File: config.mk
export PLATFORM = sky130hd
export DESIGN_NAME = counter_arbiter
export DESIGN_NICKNAME = d
export VERILOG_FILES = /design/src/rtl/counter_arb_pkg.sv /design/src/rtl/arb_hold_timer.sv /design/src/rtl/counter_arbiter.sv
export SDC_FILE = /design/constraint.sdc
export NUM_CORES = 1
export LEC_CHECK = 0
export CAP_MARGIN = 10
export CORE_MARGIN = 3
export CORE_UTILIZATION = 27
export CTS_CLUSTER_SIZE = 12
export DETAILED_ROUTE_END_ITERATION = 10
export PLACE_DENSITY = 0.64
export SLEW_MARGIN = 25
export SYNTH_ARGS = -nofsm -noshare
export SYNTH_HDL_FRONTEND = slang
export SYNTH_SLANG_ARGS = --single-unit
File: constraint.sdc
create_clock -name clk -period 2.2 [get_ports clk]
set_clock_uncertainty 0.1 [all_clocks]
set_input_delay 0.66 -clock clk [delete_from_list [all_inputs] [get_ports clk]]
set_output_delay 0.66 -clock clk [all_outputs]
set_load 0.1 [all_outputs]
File: src/rtl/counter_arb_pkg.sv
// ============================================================================
//  counter_arb_pkg : shared types and defaults for the counter arbiter
//  Revision 1.0
// ============================================================================
`default_nettype none

package counter_arb_pkg;

   localparam int DATA_W_DEF   = 6;
   localparam int MAX_HOLD_DEF = 16;

   typedef enum logic [1:0] {
      IDLE    = 2'd0,
      OWN0    = 2'd1,
      OWN1    = 2'd2,
      HANDOFF = 2'd3
   } arb_state_e;

   function automatic logic [1:0] gnt_of(input arb_state_e st);
      logic [1:0] g;
      g = 2'b00;
      if (st == OWN0) g = 2'b01;
      if (st == OWN1) g = 2'b10;
      return g;
   endfunction

endpackage

`default_nettype wire

File: src/rtl/arb_hold_timer.sv
// ============================================================================
//  arb_hold_timer : counts consecutive grant cycles of the current owner
//  Revision 1.0
// ============================================================================
`default_nettype none

module arb_hold_timer #(
   parameter int MAX_HOLD = 16
) (
   input  logic clk,
   input  logic reset,
   input  logic clear,
   input  logic enable,
   output logic expired
);

   localparam int CNT_W = $clog2(MAX_HOLD + 1);

   logic [CNT_W-1:0] count_q;
   logic [CNT_W-1:0] count_d;

   // expired marks the MAX_HOLD-th consecutive grant cycle (hold reaching MAX_HOLD)
   assign expired = enable && (count_q == CNT_W'(MAX_HOLD - 1));

   always_comb begin
      count_d = count_q;
      if (clear) begin
         count_d = '0;
      end else if (enable && (count_q != CNT_W'(MAX_HOLD))) begin
         count_d = count_q + CNT_W'(1);
      end
   end

   always_ff @(posedge clk) begin
      if (reset) begin
         count_q <= '0;
      end else begin
         count_q <= count_d;
      end
   end

endmodule

`default_nettype wire

File: src/rtl/counter_arbiter.sv
// ============================================================================
//  counter_arbiter : two-client round-robin arbiter owning a shared counter.
//  Optional hold-time preemption when COUNTER_ARB_TIMEOUT_EN is defined.
//  Revision 1.0
// ============================================================================
`default_nettype none

module counter_arbiter
   import counter_arb_pkg::*;
#(
   parameter int DATA_W   = DATA_W_DEF,
   parameter int MAX_HOLD = MAX_HOLD_DEF
) (
   input  logic              clk,
   input  logic              reset,
   input  logic [1:0]        req,
   input  logic [1:0]        ld,
   input  logic [DATA_W-1:0] ld_data0,
   input  logic [DATA_W-1:0] ld_data1,
   output logic [1:0]        gnt,
   output logic              cnt_load,
   output logic [DATA_W-1:0] cnt_data,
   output logic              cnt_oe_n,
   output logic              timeout
);

   arb_state_e        state_q, state_d;
   logic              last_owner_q, last_owner_d;
   logic [1:0]        gnt_q, gnt_d;
   logic              cnt_load_q, cnt_load_d;
   logic [DATA_W-1:0] cnt_data_q, cnt_data_d;
   logic              cnt_oe_n_q;
   logic              w_preempt;

`ifdef COUNTER_ARB_TIMEOUT_EN
   logic w_own;
   logic w_enter;
   logic w_expired;
   logic timeout_q;

   assign w_own   = (state_q == OWN0) || (state_q == OWN1);
   assign w_enter = ((state_d == OWN0) || (state_d == OWN1)) && (state_d != state_q);
   // Expiry only preempts when both clients want the counter; otherwise the count restarts
   assign w_preempt = w_expired && (req == 2'b11);

   arb_hold_timer #(
      .MAX_HOLD (MAX_HOLD)
   ) u_hold_timer (
      .clk     (clk),
      .reset   (reset),
      .clear   (w_enter | w_expired),
      .enable  (w_own),
      .expired (w_expired)
   );

   always_ff @(posedge clk) begin
      if (reset) begin
         timeout_q <= 1'b0;
      end else begin
         timeout_q <= w_preempt;
      end
   end

   assign timeout = timeout_q;
`else
   assign w_preempt = 1'b0;
   assign timeout   = 1'b0;
`endif

   always_comb begin
      state_d      = state_q;
      last_owner_d = last_owner_q;
      case (state_q)
         IDLE, HANDOFF: begin
            if (req == 2'b11) begin
               if (last_owner_q) begin
                  state_d      = OWN0;
                  last_owner_d = 1'b0;
               end else begin
                  state_d      = OWN1;
                  last_owner_d = 1'b1;
               end
            end else if (req[0]) begin
               state_d      = OWN0;
               last_owner_d = 1'b0;
            end else if (req[1]) begin
               state_d      = OWN1;
               last_owner_d = 1'b1;
            end else begin
               state_d = IDLE;
            end
         end
         // A release wins over a coincident preemption, keeping timeout low
         OWN0: begin
            if (!req[0] || w_preempt) state_d = HANDOFF;
         end
         OWN1: begin
            if (!req[1] || w_preempt) state_d = HANDOFF;
         end
         default: state_d = IDLE;
      endcase
   end

   always_comb begin
      gnt_d      = gnt_of(state_d);
      cnt_load_d = 1'b0;
      cnt_data_d = cnt_data_q;
      if (state_q == OWN0) begin
         cnt_load_d = ld[0];
         cnt_data_d = ld_data0;
      end else if (state_q == OWN1) begin
         cnt_load_d = ld[1];
         cnt_data_d = ld_data1;
      end
   end

   always_ff @(posedge clk) begin
      if (reset) begin
         state_q      <= IDLE;
         last_owner_q <= 1'b1;
         gnt_q        <= 2'b00;
         cnt_load_q   <= 1'b0;
         cnt_data_q   <= '0;
         cnt_oe_n_q   <= 1'b1;
      end else begin
         state_q      <= state_d;
         last_owner_q <= last_owner_d;
         gnt_q        <= gnt_d;
         cnt_load_q   <= cnt_load_d;
         cnt_data_q   <= cnt_data_d;
         cnt_oe_n_q   <= (gnt_d == 2'b00);
      end
   end

   assign gnt      = gnt_q;
   assign cnt_load = cnt_load_q;
   assign cnt_data = cnt_data_q;
   assign cnt_oe_n = cnt_oe_n_q;

endmodule

`default_nettype wire
==> results of run 1 <==
-- logic make-up (layout without fill, tap and decap cells) --
| logic type | count (synthesis) | after routing | synth area share [%] |
|---|---|---|---|
| compound gates | 12 | 12 | 12.06 |
| fa+ha+maj | 4 | 4 | 7.421 |
| buf+inv | 9 | 42 | 8.163 |
| flops | 13 | 13 | 38.59 |
| mux | 12 | 12 | 22.26 |
| other cells | 1 | 1 | 0.5561 |
| simple gates | 16 | 16 | 10.95 |
-- worst max-delay path, delay by kind of cell --
family / cells / cell delay [ns]
simple gates: 1 / 0.28
fa+ha+maj: 1 / 0.22
buf+inv: 2 / 0.56
compound gates: 2 / 0.38
-- worst max path at each step --
stage | startpoint | end | slack (ns) | cells past startpoint
floorplan | state_q[0] | cnt_oe_n | 0.31 | 7
global placement | req[0] | cnt_oe_n | -0.1 | 6
detailed placement | req[1] | cnt_oe_n | -0.12 | 6
CTS | req[1] | cnt_oe_n | 0.17 | 6
global route | req[1] | cnt_oe_n | 0.09 | 6
finish | req[1] | cnt_oe_n | 0.17 | 6
-- synth_stat cells, drive strengths merged --
library cell,n
dfxtp,13
or2,2
a31oi,1
mux2i,6
a221oi,2
ha,4
nor2b,2
nand3b,1
a22o,2
nand2,3
o21ai,3
nor2,8
a22oi,2
a21oi,2
conb,1
mux2,6
inv,4
buf,5
-- routing by layer --
layer	vias up	share of wire, %
li1	292	-
met1	256	45
met2	17	47
met3	2	7.7
met4	0	0.59
met5	-	0
-- cell type report --
cell class / instances / area (µm²) / share of cell area, %
clock buffer: 4 / 26.28 / 2.349
tap: 28 / 35.03 / 3.132
sequential: 13 / 260.3 / 23.27
timing repair buffer: 34 / 422.9 / 37.81
multi-input combinational: 45 / 359.1 / 32.10
inverter: 4 / 15.01 / 1.342
-- state kept, by name, indices dropped and copies added, names as in the netlist --
| name | flops |
|---|---|
| last_owner_q | 1 |
| cnt_oe_n | 1 |
| state_q | 2 |
| cnt_load | 1 |
| cnt_data | 6 |
| gnt | 2 |
-- metrics by stage --
step	utilization (%)	cell area, µm²	setup TNS (ns)	hold WS (ns)
final	48.69	1119	0	0.4638
after global routing	48.69	1119	0	0.4779
after CTS	48.69	1119	0	0.4667
after detailed placement	47.55	1092	-0.1202	0.4530
after global placement	47.55	1092	-0.09639	0.4401
after floorplan	-	674.4	0	0.4629
==> summary.md, run 1 <==
| Metric | Value |
|---|---|
| # diodes | 0 |
| Cell taking the most area after synthesis | dfxtp_1 |
| Number of max-slew violations in the final report | 0 |
| Clk buf depth | 2 |
| Worst R2R Setup Slack | 0.26 ns |
| Post-cts sizing count | 0 |
| First-pass GRT wire length | 2132 µm |
| Met1 Use GR | 9.691% |
| Worst-path clk slew | 0.08 ns |
| Post-route DRC | 0 |
| Warnings, synthesis | 0 |
| Most frequent cells in the layout | clkdlybuf4s50_1, dfxtp_1, buf_12, nor2_1, buf_4 |
| Synthesized Nets | ~90 |
| Reg2reg end | cnt_oe_n |
| Pre-CTS WS | -0.1202 ns |
| R2r startpoint | state_q[0] |
| Final min period | 2.034 ns |
| CP Cell Sequence | clkdlybuf4s50_1 > inv_1 > o21ai_0 > a22o_1 > ha_1 > or2_2 |
| Hold_buf cts | 0 |
| PortBufs | 27 |
| IO Count | 29 |
| Busiest layer in global routing | met2 |
| FF-to-FF path depth | 6 |
| GRT Residual Overflow | 0 |
| Largest cells by area after synthesis | dfxtp_1, mux2_4, mux2i_1 |
| Initial antenna violation count | 0 |
| Drt via density | between 4 and 5 |
| Most common cell after layout, fill and taps aside | clkdlybuf4s50_1 |
| Clock tree from TritonCTS | yes |
| Cts bufs inserted | 3 |
| Synthesized flop and latch total | 13 |
| Final setup vio count | 0 |
| Root buf cell | clkbuf_4 |
| CP Launch Type | input pin |
| Largest net degree at the start of global routing | 10 |
| Routed via count | 567 |
| Gr usage total | 8.935% |
| Setup bufs post-CTS | 0 |
| Final period util | just over 90% |
| Final hold violation count | 0 |
| Met3 GRT Util | 5.336% |
| WL final | 1345 µm |
| Nature of the critical path endpoint | flip-flop |
| Status | finished, final reports clean |
| Core area | ~0.0023 mm² |
| Vias in the first global route | 493 |
| Num rows | 17 |
| Worst path arrival time | ~2.1 ns |
| Detail Route Antenna Nets | 0 |
| Fin worst setup slack | 0.1655 ns |
| Htree depth | 1 |
| Unrepaired setup endpoints after global routing | false |
| DR iter-0 viols | 5 |
| Syn Area/Cell | slightly above 10 µm² |
| Netlist cell types | 21 |
| Share of cells above drive strength 1 | approximately 28% |
| MaxCap Viol Count | 0 |
| Placer Congestion | 0.7470 |
| Mapped Area | 674.4 µm² |
| Hold path cells | 2 |
| Post-Syn Instances | 67 |
| Placed cells | about 120 |
| Hold Path Sink | cnt_data[5] |
| Sequential-to-total area share from yosys stat | 38.59% |
| Chip Height | roughly 56 µm |
| Crit Path Max Fanout | 3 |
| Worst hold path class | reg2reg |
| CTS sink cnt | 13 |
| Hold_sp | cnt_data[5] |
| P&R area growth vs syn | 65.86% |
| Finished Layout Cells | 128 |
| Critical-path top delay cell | clkdlybuf4s50_1 |
| Initial Utilization | 29.36% |
| Max frequency | 491.5 MHz |
| Die Wd | approximately 56 µm |
| Fill cells | 208 |
| Nets | 123 |
| Die area | roughly 0.0031 mm² |
| CP required | between 2 and 2.5 ns |
| Post-synth top area share | 38.59% |
| DR WL/cell | around 11 µm |
| CP Class | in2reg |
| Post-DP HPWL | 1085 µm |
| CP max stage delay | ~0.50 ns |
| Clk_lat worst skew | 0.28 ns |
| DRT Pass-1 Iters | 4 |
| Met2 GRT Util | ~14% |
Power of run 1 is left out: the tool's default activity adds up to more than one toggle a clock period on the data nets, which glitch-free logic cannot reach.
==> run 2: changes to the inputs <==
Settings changed: ABC_CLOCK_PERIOD_IN_PS set to 2200, TNS_END_PERCENT set to 20.
==> results of run 2 <==
Final layout, timing and power as in run 1 (identical DEF).
Power of run 2 is left out for the same reason.
==> run 3: changes to the inputs <==
Settings changed: TNS_END_PERCENT 20 to 50.
==> results of run 3 <==
Final layout, timing and power as in run 1 (identical DEF).
Power of run 3 is left out for the same reason.
